File: config.mk
export PLATFORM = sky130hd
export DESIGN_NAME = smg_scan_scheduler
export DESIGN_NICKNAME = d
export VERILOG_FILES = /design/src/rtl/smg_scan_scheduler.sv
export SDC_FILE = /design/constraint.sdc
export NUM_CORES = 1
export LEC_CHECK = 0
export ABC_AREA = 0
export BUFFER_PORTS_ARGS = -buffer_cell sky130_fd_sc_hd__buf_4
export CORE_ASPECT_RATIO = 1.2
export CORE_MARGIN = 3
export CORE_UTILIZATION = 34
export DETAILED_ROUTE_END_ITERATION = 12
export PLACE_DENSITY = 0.62
export SYNTH_ARGS = -nofsm -noshare
export SYNTH_HDL_FRONTEND = slang
export SYNTH_SLANG_ARGS = --single-unit
File: constraint.sdc
create_clock -name CLK -period 3 [get_ports CLK]
set_clock_uncertainty 0.2 [all_clocks]
set_input_delay 0.9 -clock CLK [delete_from_list [all_inputs] [get_ports CLK]]
set_output_delay 0.9 -clock CLK [all_outputs]
set_load 0.05 [all_outputs]
File: src/rtl/smg_scan_scheduler.sv
// Scan scheduler for a 4-digit 7-segment display with frame-synchronous load.
// Optional per-slot dimming is enabled by defining SMG_DIMMING_EN.
module smg_scan_scheduler #(
    parameter int DWELL_CYCLES = 50000,
    parameter int BLANK_CYCLES = 500
) (
    input  logic        CLK,
    input  logic        RST,
    input  logic [15:0] Number_Sig,
    input  logic        Load_Req,
    output logic        Load_Ack,
    input  logic        Zero_Blank_En,
`ifdef SMG_DIMMING_EN
    input  logic [1:0]  Bright,
`endif
    output logic [3:0]  Number_Data,
    output logic [3:0]  Digit_Sel,
    output logic        Blank,
    output logic        Frame_Done
);

    localparam int CW = (DWELL_CYCLES > 2) ? $clog2(DWELL_CYCLES) : 1;
    localparam logic [CW-1:0] LAST = CW'(DWELL_CYCLES - 1);
    localparam logic [CW-1:0] BLANK_END = CW'(BLANK_CYCLES);

    typedef enum logic {
        PH_BLANK,
        PH_SHOW
    } phase_t;

    logic [CW-1:0] cnt_q;
    logic [CW-1:0] cnt_nxt;
    logic [1:0]    idx_q;
    logic [1:0]    idx_nxt;
    logic [15:0]   shadow_q;
    logic [15:0]   shadow_nxt;
    logic          zb_q;
    logic          zb_nxt;
    logic          last;
    logic          boundary;
    logic          load;
    phase_t        phase_nxt;
    logic [3:0]    nib_nxt;
    logic          sup_nxt;
    logic          lit_nxt;
    logic          show_nxt;
    logic [3:0]    sel_nxt;

`ifdef SMG_DIMMING_EN
    localparam int SHOW_LEN = DWELL_CYCLES - BLANK_CYCLES;
    localparam logic [CW:0] LIM0 = (CW+1)'(BLANK_CYCLES + (SHOW_LEN * 1) / 4);
    localparam logic [CW:0] LIM1 = (CW+1)'(BLANK_CYCLES + (SHOW_LEN * 2) / 4);
    localparam logic [CW:0] LIM2 = (CW+1)'(BLANK_CYCLES + (SHOW_LEN * 3) / 4);
    localparam logic [CW:0] LIM3 = (CW+1)'(DWELL_CYCLES);

    logic [1:0]  bright_q;
    logic [1:0]  bright_nxt;
    logic [CW:0] lim;

    always_comb begin
        bright_nxt = (cnt_nxt == '0) ? Bright : bright_q;
        lim = LIM3;
        unique case (bright_nxt)
            2'd0: lim = LIM0;
            2'd1: lim = LIM1;
            2'd2: lim = LIM2;
            2'd3: lim = LIM3;
        endcase
        lit_nxt = ({1'b0, cnt_nxt} < lim);
    end

    always_ff @(posedge CLK) begin
        if (RST) bright_q <= Bright;
        else     bright_q <= bright_nxt;
    end
`else
    assign lit_nxt = 1'b1;
`endif

    // Outputs are computed from next-state values so they land with the counter.
    always_comb begin
        last = (cnt_q == LAST);
        boundary = last && (idx_q == 2'd0);
        load = boundary && Load_Req;
        cnt_nxt = last ? '0 : cnt_q + 1'b1;
        idx_nxt = last ? idx_q - 2'd1 : idx_q;
        shadow_nxt = load ? Number_Sig : shadow_q;
        zb_nxt = (cnt_nxt == '0) ? Zero_Blank_En : zb_q;
        phase_nxt = (cnt_nxt < BLANK_END) ? PH_BLANK : PH_SHOW;
        nib_nxt = 4'h0;
        sup_nxt = 1'b0;
        unique case (idx_nxt)
            2'd3: begin
                nib_nxt = shadow_nxt[15:12];
                sup_nxt = (shadow_nxt[15:12] == 4'h0);
            end
            2'd2: begin
                nib_nxt = shadow_nxt[11:8];
                sup_nxt = (shadow_nxt[15:8] == 8'h0);
            end
            2'd1: begin
                nib_nxt = shadow_nxt[7:4];
                sup_nxt = (shadow_nxt[15:4] == 12'h0);
            end
            2'd0: begin
                nib_nxt = shadow_nxt[3:0];
                sup_nxt = 1'b0;
            end
        endcase
        show_nxt = (phase_nxt == PH_SHOW) && !(zb_nxt && sup_nxt) && lit_nxt;
        sel_nxt = show_nxt ? ~(4'b0001 << idx_nxt) : 4'hF;
    end

    always_ff @(posedge CLK) begin
        if (RST) begin
            cnt_q       <= '0;
            idx_q       <= 2'd3;
            shadow_q    <= 16'h0;
            zb_q        <= Zero_Blank_En;
            Number_Data <= 4'h0;
            Digit_Sel   <= 4'hF;
            Blank       <= 1'b1;
            Load_Ack    <= 1'b0;
            Frame_Done  <= 1'b0;
        end else begin
            cnt_q       <= cnt_nxt;
            idx_q       <= idx_nxt;
            shadow_q    <= shadow_nxt;
            zb_q        <= zb_nxt;
            Number_Data <= nib_nxt;
            Digit_Sel   <= sel_nxt;
            Blank       <= !show_nxt;
            Load_Ack    <= load;
            Frame_Done  <= boundary;
        end
    end

endmodule

==> flow_summary.toml <==
[synth]
synth_adder_area_share_pct = 1.014
netlist_area_sq_um = 2467
synthCells = 290
yosysWarnings = 0
synth_top_family_by_area = "simple AND/OR/NAND/NOR gates"
yosys.area.top_type = "dfxtp_1"
yosys_most_used_dff = "dfxtp_1"
yosys-top-cells-area = "dfxtp_1 (37%), mux2i_1 (7.3%), nand2_1 (7.2%)"
syn_avg_cell_area_sq_um = 8.508
synth_edf_count = 0
synth_most_common_cell = "nand2_1"
synth_compound_area_share_pct = 10.75
synth_mux_area_share_pct = 10.14
synth-async-reset-ratio_pct = 0
yosys_register_bits = 46
synthTopCellsByCount = "nand2_1 (47), dfxtp_1 (46), nor2_1 (29)"
synthesis.nets = 312
synth_xor_area_share_pct = 6.034
synth_seq_area_share_pct = 37.32
ys_types = 53
yosysTopAreaCellShare_pct = 37.32
synthSimpleGateAreaFrac_pct = 29.46

[clock_tree]
cts_max_path_buffers = 2
cts_tree = "yes"
ctsRootBufferMaster = "clkbuf_8"
clkTransAtPathRegs_ns = 0.09
cts_hold_buf = 0
cts-buffers-inserted = 5
clkLatencyLatePin_ns = 0.30
h-tree-depth = 2
numClockSinks = 46

[floorplanning]
initial_core_util_pct = 35.57
die_area_sq_um = 8320
die-height_um = 99.32
core_area_sq_um = 6937
ioPinCount = 31
die_x_um = 83.77
rows = 33

[global_route]
grt_overflow = 0
antenna_found_initial = 0
grt_max_degree = 32
grt_usage_pct = 14.78
grtUsageMet2_pct = 24.98
top_usage_layer = "met2"
grt_use_met1_pct = 18.02
use_met3_pct = 2.900
grt_pass1_wl_mm = 10.07
grt_pass1_vias = 2095

[sta]
slew_headroom_pct = 56.60
fmax_ghz = 0.3647
min_period_ns = 2.742
hold_viol_final = 0
tns_ns = 0
setup_viol = 0
tightest_slew_ns = 0.6463
drv_slew = 0
period_share_pct = 91.40
hold_ws_ns = 0.2581

[route]
drc = 0
vias = 2161
drtIter0Drc = 105
ant_nets = 0
routedWlPerCell_um = 14.53
drt_wl_total_mm = 5.929
vias_per_cell = 5.297
firstDrtPassIters = 4

[worst_setup_path]
start_kind = "register"
required_ns = 2.94
reg2reg_depth = 8
endpoint_kind = "register"
worstPathArrival_ns = 2.68
critPathMaxFanout = 6
crit_type = "register to register"

[flow_run]
maxCapViolCount = 0

[placed_design]
hpwl_mm = 4.383
gp_congestion = 0.9171
portBuffers = 30

[final_layout]
nets = 342
multiInputGateArea_sq_um = 1419
drive_gt1_share_pct = 21.81
seqCellArea_sq_um = 922.1
syn_to_final_growth_pct = 18.61
antenna_cells = 0
fillers = 709

[power_and_ir_drop]
p_leak_nw = 1.211
power_density_nw_per_um2 = 430.0
vdd_drop_max_mv = 0.2002

[min_path]
min_path_cells = 2
min_path_type = "register to register"

[status]
run_status = "finished clean"
## per-stage QoR
step	power, mW	setup slack [ns]	utilization, %	std cells	instance area [sq um]
2_1_floorplan	0.6707	0.3108	-	290	2467
3_3_place_gp	0.7049	0.2725	40.08	400	2780
3_5_place_dp	0.7051	0.2046	40.08	400	2780
4_1_cts	1.274	0.1746	42.14	408	2923
5_1_grt	1.306	-0.006063	42.19	408	2927
6_report	1.258	0.2579	42.19	408	2927
## power by group
group / switching [mW] / internal [mW] / leakage (nW) / total (mW)
Clock: 0.211 / 0.355 / 0.0714 / 0.566
Combinational: 0.0332 / 0.0361 / 0.768 / 0.0693
Sequential: 0.00744 / 0.616 / 0.372 / 0.623
Total: 0.251 / 1.01 / 1.21 / 1.26
## what timing repair did
| action | CTS | global route |
|---|---|---|
| hold endpoints to repair | 0 | 0 |
| resized for setup | 0 | 2 |
| setup endpoints to repair | 0 | 6 |
| buffers inserted | 0 | 0 |
## layout make-up
class / count / share of cell area (%)
clock buffer: 6 / 2.822
clock inverter: 2 / 2.052
inverter: 3 / 0.3848
multi-input combinational: 221 / 48.48
sequential: 46 / 31.51
tap: 87 / 3.720
timing repair buffer: 43 / 11.03
## final timing paths
| check | from | to | slack [ns] |
|---|---|---|---|
| setup / recovery | cnt_q[1] | Digit_Sel[3] | 0.26 |
| setup reg to reg | cnt_q[1] | Digit_Sel[3] | 0.26 |
| hold reg to reg | shadow_q[1] | shadow_q[1] | 0.26 |
| hold / removal | shadow_q[1] | shadow_q[1] | 0.26 |
## layer usage
| layer | vias up | share of wire [%] |
|---|---|---|
| met5 | - | 0 |
| met4 | 0 | 2.6 |
| met3 | 10 | 3.8 |
| met2 | 52 | 49 |
| met1 | 1021 | 44 |
| li1 | 1078 | - |
## layout by cell type (no fill, tap or decap), types with 2 or more instances in the layout
master and n:
xor2_1 7, and3b_1 2, or2_2 2, buf_4 43, dfxtp_1 45, clkbuf_8 6, o31ai_1 2, nor4bb_1 2
or4_1 2, or3_1 2, nand3_1 14, nor4b_1 2, a21oi_1 21, and4_1 2, o2111ai_1 2, nor3_1 5
a31o_2 2, mux2i_1 18, bufinv_16 2, nand4_1 5, nor4_1 6, o21ai_0 6, nand2b_1 3, o211ai_1 2
nor2_1 29, and3_1 3, inv_1 3, mux2_2 3, xnor2_1 10, nand2_1 47
## flip-flops by register name, summed over array words and instances, names as in the netlist
register and flops:
Blank 1, Digit_Sel 4, Frame_Done 1, Load_Ack 1, Number_Data 4, cnt_q 16, idx_q 2, shadow_q 16
zb_q 1
## worst max-delay path: stages (launching register included)
cell       delay (ns)
dfxtp_1          0.42
ha_2             0.28
nand3_1          0.16
or4b_1           0.51
o311ai_0         0.11
a31oi_1          0.15
and4bb_4         0.34
mux2i_2          0.28
o2111ai_1        0.13
## logic make-up after synthesis
family | after synthesis
and+or+nand+nor | 137
DFF | 46
AOI/OAI and AO/OA | 42
buffers and inverters | 23
muxes | 23
xor gates and xnor gates | 17
adders and majority gates | 2
Power figures use the tool's default switching activity.
